$ cat src/rtl/fp_arb_pkg.sv
// Shared types and constants for the fp unit arbiter.
// No logic: state encoding and the quiet-NaN result used on watchdog expiry.
// No handshake of its own.
package fp_arb_pkg;

    typedef enum logic [1:0] {
        ARB_IDLE  = 2'd0,
        ARB_ISSUE = 2'd1,
        ARB_WAIT  = 2'd2
    } arb_st_e;

    localparam logic [63:0] QNAN = 64'h7FF8_0000_0000_0000;

endpackage

$ cat src/rtl/fp_unit_arbiter_rr_pick.sv
// Round-robin picker: first set request after ptr, wrapping modulo N_REQ.
// Latency: purely combinational.
// Backpressure: none; the caller decides when the grant is taken.
module rr_pick #(
    parameter int N_REQ = 4,
    localparam int PW = $clog2(N_REQ)
) (
    input  logic [N_REQ-1:0] req,
    input  logic [PW-1:0]    ptr,
    output logic [N_REQ-1:0] gnt_onehot,
    output logic [PW-1:0]    gnt_idx,
    output logic             any
);

    always_comb begin
        gnt_idx = '0;
        any     = 1'b0;
        // Walk the order backwards so the earliest candidate is the last written.
        for (int i = N_REQ; i >= 1; i--) begin
            int idx;
            idx = (int'(ptr) + i) % N_REQ;
            if (req[idx[PW-1:0]]) begin
                gnt_idx = idx[PW-1:0];
                any     = 1'b1;
            end
        end
        gnt_onehot = any ? (N_REQ'(1) << gnt_idx) : '0;
    end

endmodule

$ cat src/rtl/fp_unit_arbiter.sv
// Round-robin sequencer sharing one fp unit among N_REQ requesters; optional watchdog under FP_ARB_WDOG_EN.
// Latency: grant one edge after req_valid&unit_ready; rsp_finish one edge after unit_finish.
// Backpressure: no grant while unit_ready is low or an operation is in flight; requests simply wait.
module fp_unit_arbiter
    import fp_arb_pkg::*;
#(
    parameter int DBL_WIDTH = 64,
    parameter int N_REQ     = 4,
    parameter int WDOG_CYC  = 1024,
    localparam int PW = $clog2(N_REQ)
) (
    input  logic                       clk,
    input  logic                       rst,
    input  logic [N_REQ-1:0]           req_valid,
    input  logic [N_REQ*DBL_WIDTH-1:0] req_a,
    input  logic [N_REQ*DBL_WIDTH-1:0] req_b,
    output logic [N_REQ-1:0]           req_ready,
    output logic [N_REQ-1:0]           rsp_finish,
    output logic [DBL_WIDTH-1:0]       rsp_result,
    output logic                       busy,
    output logic                       err_timeout,
    output logic                       unit_valid,
    input  logic                       unit_ready,
    input  logic                       unit_finish,
    output logic [DBL_WIDTH-1:0]       unit_a,
    output logic [DBL_WIDTH-1:0]       unit_b,
    input  logic [DBL_WIDTH-1:0]       unit_result
);

    arb_st_e              state_q, state_d;
    logic [PW-1:0]        ptr_q, ptr_d;
    logic [PW-1:0]        owner_q, owner_d;
    logic [DBL_WIDTH-1:0] unit_a_q, unit_a_d;
    logic [DBL_WIDTH-1:0] unit_b_q, unit_b_d;
    logic                 unit_valid_q, unit_valid_d;
    logic [N_REQ-1:0]     req_ready_q, req_ready_d;
    logic [N_REQ-1:0]     rsp_finish_q, rsp_finish_d;
    logic [DBL_WIDTH-1:0] rsp_result_q, rsp_result_d;

    logic [N_REQ-1:0]     pick_onehot;
    logic [PW-1:0]        pick_idx;
    logic                 pick_any;

`ifdef FP_ARB_WDOG_EN
    localparam int WW = $clog2(WDOG_CYC);
    logic [WW-1:0]        wdog_cnt_q, wdog_cnt_d;
    logic                 err_timeout_q, err_timeout_d;
`endif

    rr_pick #(.N_REQ(N_REQ)) u_pick (
        .req        (req_valid),
        .ptr        (ptr_q),
        .gnt_onehot (pick_onehot),
        .gnt_idx    (pick_idx),
        .any        (pick_any)
    );

    always_comb begin
        state_d      = state_q;
        ptr_d        = ptr_q;
        owner_d      = owner_q;
        unit_a_d     = unit_a_q;
        unit_b_d     = unit_b_q;
        unit_valid_d = 1'b0;
        req_ready_d  = '0;
        rsp_finish_d = '0;
        rsp_result_d = rsp_result_q;
`ifdef FP_ARB_WDOG_EN
        wdog_cnt_d    = wdog_cnt_q;
        err_timeout_d = 1'b0;
`endif
        case (state_q)
            ARB_IDLE: begin
                if (pick_any && unit_ready) begin
                    unit_a_d     = req_a[pick_idx*DBL_WIDTH +: DBL_WIDTH];
                    unit_b_d     = req_b[pick_idx*DBL_WIDTH +: DBL_WIDTH];
                    owner_d      = pick_idx;
                    req_ready_d  = pick_onehot;
                    unit_valid_d = 1'b1;
                    state_d      = ARB_ISSUE;
                end
            end
            ARB_ISSUE: begin
                state_d = ARB_WAIT;
`ifdef FP_ARB_WDOG_EN
                wdog_cnt_d = '0;
`endif
            end
            ARB_WAIT: begin
                // A real finish beats a watchdog expiry landing on the same cycle.
                if (unit_finish) begin
                    rsp_result_d = unit_result;
                    rsp_finish_d = N_REQ'(1) << owner_q;
                    ptr_d        = owner_q;
                    state_d      = ARB_IDLE;
                end
`ifdef FP_ARB_WDOG_EN
                else if (wdog_cnt_q == WW'(WDOG_CYC - 1)) begin
                    rsp_result_d  = DBL_WIDTH'(QNAN);
                    rsp_finish_d  = N_REQ'(1) << owner_q;
                    err_timeout_d = 1'b1;
                    ptr_d         = owner_q;
                    state_d       = ARB_IDLE;
                end else begin
                    wdog_cnt_d = wdog_cnt_q + 1'b1;
                end
`endif
            end
            default: state_d = ARB_IDLE;
        endcase
    end

    always_ff @(posedge clk or posedge rst) begin
        if (rst) begin
            state_q      <= ARB_IDLE;
            ptr_q        <= PW'(N_REQ - 1);
            owner_q      <= '0;
            unit_a_q     <= '0;
            unit_b_q     <= '0;
            unit_valid_q <= 1'b0;
            req_ready_q  <= '0;
            rsp_finish_q <= '0;
            rsp_result_q <= '0;
        end else begin
            state_q      <= state_d;
            ptr_q        <= ptr_d;
            owner_q      <= owner_d;
            unit_a_q     <= unit_a_d;
            unit_b_q     <= unit_b_d;
            unit_valid_q <= unit_valid_d;
            req_ready_q  <= req_ready_d;
            rsp_finish_q <= rsp_finish_d;
            rsp_result_q <= rsp_result_d;
        end
    end

`ifdef FP_ARB_WDOG_EN
    always_ff @(posedge clk or posedge rst) begin
        if (rst) begin
            wdog_cnt_q    <= '0;
            err_timeout_q <= 1'b0;
        end else begin
            wdog_cnt_q    <= wdog_cnt_d;
            err_timeout_q <= err_timeout_d;
        end
    end
    assign err_timeout = err_timeout_q;
`else
    assign err_timeout = 1'b0;
`endif

    assign req_ready  = req_ready_q;
    assign rsp_finish = rsp_finish_q;
    assign rsp_result = rsp_result_q;
    assign busy       = (state_q != ARB_IDLE);
    assign unit_valid = unit_valid_q;
    assign unit_a     = unit_a_q;
    assign unit_b     = unit_b_q;

endmodule

$ cat config.mk
export PLATFORM = sky130hd
export DESIGN_NAME = fp_unit_arbiter
export DESIGN_NICKNAME = d
export VERILOG_FILES = /design/src/rtl/fp_arb_pkg.sv /design/src/rtl/fp_unit_arbiter_rr_pick.sv /design/src/rtl/fp_unit_arbiter.sv
export SDC_FILE = /design/constraint.sdc
export NUM_CORES = 1
export LEC_CHECK = 0
export BUFFER_PORTS_ARGS = -buffer_cell sky130_fd_sc_hd__buf_2
export CORE_AREA = 2 2 305 307
export CTS_CLUSTER_SIZE = 8
export DETAILED_ROUTE_END_ITERATION = 7
export DIE_AREA = 0 0 307 309
export GPL_ROUTABILITY_DRIVEN = 0
export GPL_TIMING_DRIVEN = 0
export PLACE_DENSITY = 0.33
export SYNTH_ARGS = -nofsm -noshare
export SYNTH_HDL_FRONTEND = slang
export SYNTH_SLANG_ARGS = --single-unit
$ cat constraint.sdc
create_clock -name clk -period 11.6 [get_ports clk]
set_input_delay 1.74 -clock clk [delete_from_list [all_inputs] [get_ports clk]]
set_output_delay 1.74 -clock clk [all_outputs]
set_load 0.01 [all_outputs]
Word level (Yosys, flattened, before mapping)
Index checks and enable logic that the tools add are counted.
{ "op_classes": {"add_sub_neg": 4, "order_cmp": 4, "eq_ne": 4, "shifts": 4, "muxes": 26, "reduce_logical": 6} }
{ "op_table": {"columns": ["cell", "n"], "rows": [
  ["256-bit by 9-bit indexed part select with 64-bit output", 2],
  ["4-bit 2-to-1 mux", 5],
  ["2-bit by 3-bit less-than comparator with 1-bit output (second input constant)", 4],
  ["2-bit 2-to-1 mux", 6],
  ["1-bit 2-to-1 mux", 10],
  ["1-bit binary-select mux with 2-bit select", 4],
  ["1-bit by 2-bit left shift with 4-bit output (first input constant)", 2],
  ["2-bit one-hot mux with 3 select lines", 1],
  ["2-bit AND reduction", 3],
  ["2-bit by 1-bit adder with 2-bit output (second input constant)", 2],
  ["2-bit adder (second input constant)", 2],
  ["2-bit inequality test (second input constant)", 2],
  ["2-bit by 1-bit equality test with 1-bit output (second input constant)", 1],
  ["2-bit equality test (second input constant)", 1],
  ["2-bit logical NOT", 1],
  ["2-bit nonzero test", 1],
  ["1-bit logical AND", 1]
]} }
{ "word_totals": {"register_bits": 207, "inputBits": 584, "out_inout_bits": 203, "word_cells": 57} }

Logic depth before layout (Yosys ltp)
Gate-level depths: netlist of run 1.
{ "depth": {"ltp_word": 11, "depth_mapped": 8} }

By module
Synthesis of run 1 repeated with hierarchy kept, for this count alone.
{ "unflattened": {"cells_unflattened": 627, "area_unflattened_um2": 10905.5} }
{ "by_module_without_submodules": {"columns": ["module", "n_inst", "cells_each", "area_each_um2", "seq_area_each_um2"], "rows": [
  ["fp_unit_arbiter", 1, 599, 10727.8, 5182.5],
  ["rr_pick", 1, 28, 177.7, 0.0]
]} }

Worst setup path before layout of run 1
No wires, ideal clock.
{ "synth_path": {"path_kind": "input-to-reg", "start": "input req_valid[1]", "end": "register unit_a_q[10], in the netlist unit_a[10]", "setup_ns": 0.087, "arrival_time_ns": 3.025, "path_slack_ns": 8.489, "cell_stages": 8, "cell_sequence": "or2_1 o311a_1 buf_6 nand2_2 buf_6 clkbuf_4 a211oi_2 a211oi_2"} }
{ "synth_between": {"elab_chain_cells": 8} }
{ "synth_rtl": {"columns": ["item", "line_no", "rtl"], "rows": [
  ["from (decl)", "fp_unit_arbiter.sv:14", "input logic [N_REQ-1:0] req_valid,"],
  ["branches (longest 8 deep; another with 256-bit by 9-bit indexed part select with 64-bit output)", null, null],
  ["to (signal assigned)", "fp_unit_arbiter.sv:128", "unit_a_q <= unit_a_d;"],
  ["to (decl)", "fp_unit_arbiter.sv:33", "logic [DBL_WIDTH-1:0] unit_a_q, unit_a_d;"]
]} }
Several ways; the timed one is not identified. The select of a mux whose other input is x is not followed.
A chain may end at the register's enable or synchronous reset.

Worst setup path after layout of run 1
{ "layout_path": {"start": "input req_valid[2]", "end": "register unit_a_q[52], in the netlist unit_a[52]"} }
The elaborated chain is that of the path after synthesis.

==> metrics.txt, run 1 <==
area leader, netlist=dfrtp_1; Warnings, synthesis=0; vias in the first global route=15.15k; Final Hold Vio Count=0; final WL=83380 µm; crit path kind=in -> reg; clk slew on worst S/H paths=60 ps; initial antenna violation count=30; Antenna Nets Post-Route=0; # setup viols final=0; Cell Rows=111; cell with the most instances after synthesis=nand2_1; 1st-pass router iterations=5; vias per inst=4.248; run status=completed; I/O pin total=787; Initial Util=13.80%; Final Skew=17.87 ps; Max-slew headroom=25.57%; wire length per cell=24.61 µm; clk_lat worst skew=620 ps; TNS Setup=0 ps; 1st-iter DRT viols=783; share of synthesized registers carrying an async set or reset=100.0%; max cap viols=0; Netlist Area Pre-Place=12610 µm²; Post-Syn Instances=1353; Area after DPL=18090 µm²; crit path time final=3929 ps; static leakage=0.008473 µW; first-pass GRT wire length=113800 µm; GRT Util Overall=16.61%; Die Span Y=309 µm; Post-synth EDFFs=0; # DRC=0; CTS tree=built; Post-synth top flop=dfrtp_1; number of distinct library cells after synthesis=34; Root Buffer=clkbuf_16; Seq cells post-synth=207; worst slew pin tran=1116 ps; hpwl dp=66960 µm; Req. time, crit path=12070 ps; Synthesized Nets=1937; htree depth=1; Worst setup EP type=flop; syn_area_per_cell=9.322 µm²; Final Slew Violations=0; class of the worst hold path=reg -> reg; Design Area, Final=19020 µm²; Longest Clk Path Bufs=3; Hold-fix buffers, CTS=0; clock sinks=207; post_cts resized=0; via count=14.39k; share of cells above drive strength 1=50.39%; fmax=254.5 MHz; die area=94860 µm²; GRT overflow=0; Cell Pwr Density=237.5 nW/µm²; top post-synthesis cells by count=nand2_1 (324), dfrtp_1 (205), a211oi_2 (198); Synth top area share=40.67%; post-CTS setup repair buffer count=0; core area=91390 µm²; nets=2757; Area contributors post-synth=dfrtp_1 (41%), a211oi_2 (20%), nand2_1 (9.6%); Util after Layout=20.81%; Seq/Total Area, Yosys=41.09%; Num CTS Buffers=31; Period Utilization, post-route=33.87%; overall power=4517 µW; die width=307 µm; Area Growth Syn to Fin=50.80%; largest net degree at the start of global routing=90; CP Max Fanout=10; # port buffers=785; peak supply drop=96.91 µV; RSZ-0062 raised after global routing=no; CP startpoint kind=primary input; crit path DAT=4400 ps
cells in the final DEF, fill, tap and decap left out, types with 4 or more instances in the layout:
cell type,instances
a21oi_1,120
a211oi_2,198
nor4b_1,127
nand2b_1,4
nor2_1,139
diode_2,19
dfrtp_1,205
buf_2,805
buf_4,11
nand2_1,324
clkbuf_1,83
a21oi_2,10
clkbuf_16,31
buf_6,18
a211oi_1,58
clkbuf_4,7
buf_1,9
clkbuf_8,4
where the power goes:
part / internal, µW / total [µW] / switching (µW)
combinational: 832 / 2370 / 1540
clock: 503 / 886 / 383
sequential: 1070 / 1260 / 194
logic make-up after synthesis:
logic type,after synthesis,synth area share [%]
other,1,0.02973
multiplexers,1,0.08928
AND/OR/NAND/NOR,606,23.55
flip-flops,207,41.09
buffers and inverters,146,6.240
AO/OA/AOI/OAI,392,29.00
metal layers:
metal / routed length [µm] / GRT usage, % / vias to the layer above
li1: - / - / 6539
met3: 5787 / 4.042 / 128
met4: 2386 / 4.538 / 22
met1: 33230 / 19.71 / 7122
met2: 41850 / 29.73 / 581
met5: 129 / 0 / -
state kept, by name, summed over array words and instances (netlist names):
register	cells
rsp_result	64
req_ready	4
state_q	2
unit_b	64
ptr_q	2
unit_valid	1
rsp_finish	4
unit_a	64
owner_q	2
cell type report:
cell class              count  area, µm²
fillers                 10352      72370
multi-input cells        1000       6649
flip-flops and latches    207       5182
repair buffers            787       3984
well taps                1186       1484
clock buffers              41      853.3
plain buffers             143      775.7
diodes                     19      47.55
clock inverters             2      25.02
inverters                   3      18.77
final timing paths:
path,from,end,slack (ps),depth (start not counted)
hold / removal,rsp_result[48]$_DFFE_PP0P_,rsp_result[48]$_DFFE_PP0P_,460,2
max in group asynchronous,rst,unit_b[23]$_DFFE_PP0P_,9610,3
setup / recovery,req_valid[2],unit_a[52]$_DFFE_PP0P_,7670,8
setup reg to reg,ptr_q[1]$_DFFE_PP1P_,unit_a[52]$_DFFE_PP0P_,8570,6
hold reg to reg,rsp_result[48]$_DFFE_PP0P_,rsp_result[48]$_DFFE_PP0P_,460,2
min in group asynchronous,rst,unit_a[28]$_DFFE_PP0P_,1090,2
worst max-delay path: stages:
cell      delay [ps]
buf_2            140
nand2b_1         160
a21oi_2          240
buf_2            550
clkbuf_1         840
nor4b_1          110
a211oi_1         500
a211oi_1          90
stage by stage:
stage | hold slack, ps | setup slack, ps | instances
2_1_floorplan | 425.4 | 4211 | 1353
3_3_place_gp | 456.0 | 134.7 | 3324
3_5_place_dp | 456.8 | 7056 | 3326
4_1_cts | 470.4 | 7730 | 3369
5_1_grt | 484.4 | 7695 | 3378
6_report | 464.0 | 7671 | 3388
Note: power is estimated with default switching activity, not from simulation.
==> inputs of run 2 (changes only) <==
Settings changed: ABC_AREA set to 1, CORE_AREA 2 2 305 307 to 2 2 308 310, DIE_AREA 0 0 307 309 to 0 0 310 312.
Clock period 11.6 ns to 3.9 ns, I/O delays scaled along.
==> metrics.txt, run 2 <==
Flop pwr share=17.0%; final WL=83100 µm; class of the worst hold path=in -> async; area leader, netlist=dfrtp_1; clk slew on worst S/H paths=60 ps; Area contributors post-synth=dfrtp_1 (38%), nand2_1 (34%), nand3_1 (9.5%); commonest non-fill, non-tap cell in the layout=nand2_1; reg-to-reg slack, setup=850 ps; overall power=21460 µW; Area Growth Syn to Fin=49.20%; hpwl dp=67470 µm; max cap viols=0; Final Skew=16.28 ps; # fillers=10.99k; Synth top area share=37.60%; Cell Rows=112; reg2reg end=unit_a[2]$_DFFE_PP0P_; run status=completed; I/O pin total=787; Num CTS Buffers=34; vias per inst=3.875; Period Utilization, post-route=78.19%; vias in the first global route=17.27k; Seq cells post-synth=207; largest net degree at the start of global routing=37; peak supply drop=390.6 µV; post-CTS setup repair buffer count=0; Post-synth top flop=dfrtp_1; Final Hold Vio Count=0; Max-slew headroom=21.84%; pre-CTS setup slack=642.1 ps; number of distinct library cells after synthesis=25; Req. time, crit path=4310 ps; GRT Util Overall=16.63%; Comb pwr share=69.5%; Hold-fix buffers, CTS=0; 1st-pass router iterations=5; first-pass GRT wire length=117700 µm; Critical Path, Cell by Cell=buf_6 -> nand2_1 -> nand2_1 -> inv_1 -> nor2_1 -> nand2_1 -> nand3_2 -> clkinv_1 -> clkbuf_2 -> buf_2 -> nand2_1 -> nand2_1; R2R cell count=12; Worst Slack Setup Final=850.6 ps; cell with the most instances after synthesis=nand2_1; crit path DAT=3460 ps; RSZ-0062 raised after global routing=no; Initial Util=14.66%; post_cts resized=0; Post-Syn Instances=2173; via count=16.61k; Root Buffer=clkbuf_16; share of cells above drive strength 1=31.90%; Net Sw Power=11910 µW; crit path kind=reg -> reg; fmax=327.9 MHz; internal cell power=9549 µW; Post-synth EDFFs=0; met3 Usage GRT=4.808%; clock group share of total power=13.5%; Cell Pwr Density=1054 nW/µm²; Synthesized Nets=2757; static leakage=0.01214 µW; routing usage on met2=30.05%; share of synthesized registers carrying an async set or reset=100.0%; Seq/Total Area, Yosys=37.98%; M1 GR Usage=19.39%; htree depth=2; Final Slew Violations=0; switching part of the total power=55.51%; core area=93050 µm²; Antenna Nets Post-Route=0; max incr delay on CP=520 ps; wire length per cell=19.38 µm; Die Span Y=312 µm; clk_lat worst skew=530 ps; GRT overflow=0; CTS tree=built; r2r startpoint=ptr_q[0]$_DFFE_PP1P_; Slowest-stage cell, CP=dfstp_2; Worst setup EP type=flop; # DRC=0; 1st-iter DRT viols=780; initial antenna violation count=27; # setup viols final=0; syn_area_per_cell=6.279 µm²; Warnings, synthesis=0; # port buffers=785; Netlist Area Pre-Place=13640 µm²; clock sinks=207; top post-synthesis cells by count=nand2_1 (1245), nand3_1 (259), dfrtp_1 (205); die width=310 µm; CP Max Fanout=11; CP startpoint kind=flop; nets=3585; Longest Clk Path Bufs=3; die area=96720 µm²; GRT Max-Usage Layer=met2; worst slew pin tran=1172 ps; most frequent cells in the layout=nand2_1 (1245), buf_2 (871), nand3_1 (259); crit path time final=3049 ps; CP dominant cell by count=nand2_1
[run 2: cell types whose count changed after synthesis, sizes merged, moves of 4 or more]
cell	before	now
buf	59	111
nand2	325	1251
nand2b	5	0
a211oi	256	0
nor4b	128	0
nand3	0	261
a21oi	130	0
nor2	139	12
o21ai	2	6
inv	3	145
clkbuf	84	45
nand3b	1	128
[run 2: metal layers]
metal / vias to the layer above / wire length, µm / part of all wire, %
met5: - / 146 / 0.18
met4: 22 / 1278 / 1.5
met3: 86 / 6323 / 7.6
met2: 495 / 41520 / 50
met1: 7636 / 33840 / 41
li1: 8374 / - / -
[run 2: logic make-up (layout without fill, tap and decap cells)]
family | after synthesis | after routing | share of synthesized area, %
buffers and inverters | 302 | 1145 | 9.885
other | 1 | 18 | 0.02748
flip-flops | 207 | 207 | 37.98
AND/OR/NAND/NOR | 1657 | 1657 | 51.88
AO/OA/AOI/OAI | 6 | 6 | 0.2201
[run 2: area by class of cell]
cell class,instances,area [µm²],share of cell area [%]
Multi-Input combinational cell,1664,7113,34.94
Sequential cell,207,5182,25.46
Timing Repair Buffer,792,4076,20.02
Tap cell,1254,1569,7.707
Clock buffer,48,974.7,4.788
Buffer,156,800.8,3.934
Inverter,146,554.3,2.723
Clock inverter,3,43.79,0.2151
Antenna cell,17,42.54,0.2090
[run 2: how the worst max path moves through the flow]
stage | end | slack, ps | cells after the start | from
final | unit_a[2]$_DFFE_PP0P_ | 850 | 12 | ptr_q[0]$_DFFE_PP1P_
after global routing | unit_a[8]$_DFFE_PP0P_ | 600 | 13 | ptr_q[0]$_DFFE_PP1P_
after CTS | state_q[0]$_DFFE_PP0P_ | 760 | 10 | ptr_q[0]$_DFFE_PP1P_
after detailed placement | state_q[0]$_DFFE_PP0P_ | 640 | 11 | req_valid[3]
after global placement | unit_b[25]$_DFFE_PP0P_ | -1390 | 2 | rst
after floorplan | owner_q[0]$_DFFE_PP0P_ | 630 | 1 | rst
[run 2: power groups by stage]
stage | registers [µW] | logic (µW) | clock network (µW)
floorplan | 4110 | 8620 | 0
global placement | 3670 | 15400 | 0
detailed placement | 3660 | 15300 | 0
CTS | 3650 | 15400 | 3050
global route | 3760 | 16900 | 3120
finish | 3640 | 14900 | 2900
[run 2: through the flow]
step                      utilization (%)  TNS (ps)  instances  instance area [µm²]  hold WS (ps)
after floorplan                         -         0       2173                13650         445.1
after global placement              20.58   -272640       4212                19150         460.5
after detailed placement            20.74         0       4219                19300         459.2
after CTS                           21.83         0       4270                20310         7.955
after global routing                21.86         0       4279                20340         45.44
final                               21.88         0       4287                20360         50.68
[run 2: worst max-delay path: cells and delay by family, from the launching register on]
family | cells | cell delay [ps]
and+or+nand+nor | 7 | 1010
DFF | 1 | 520
buffers and inverters | 5 | 1330
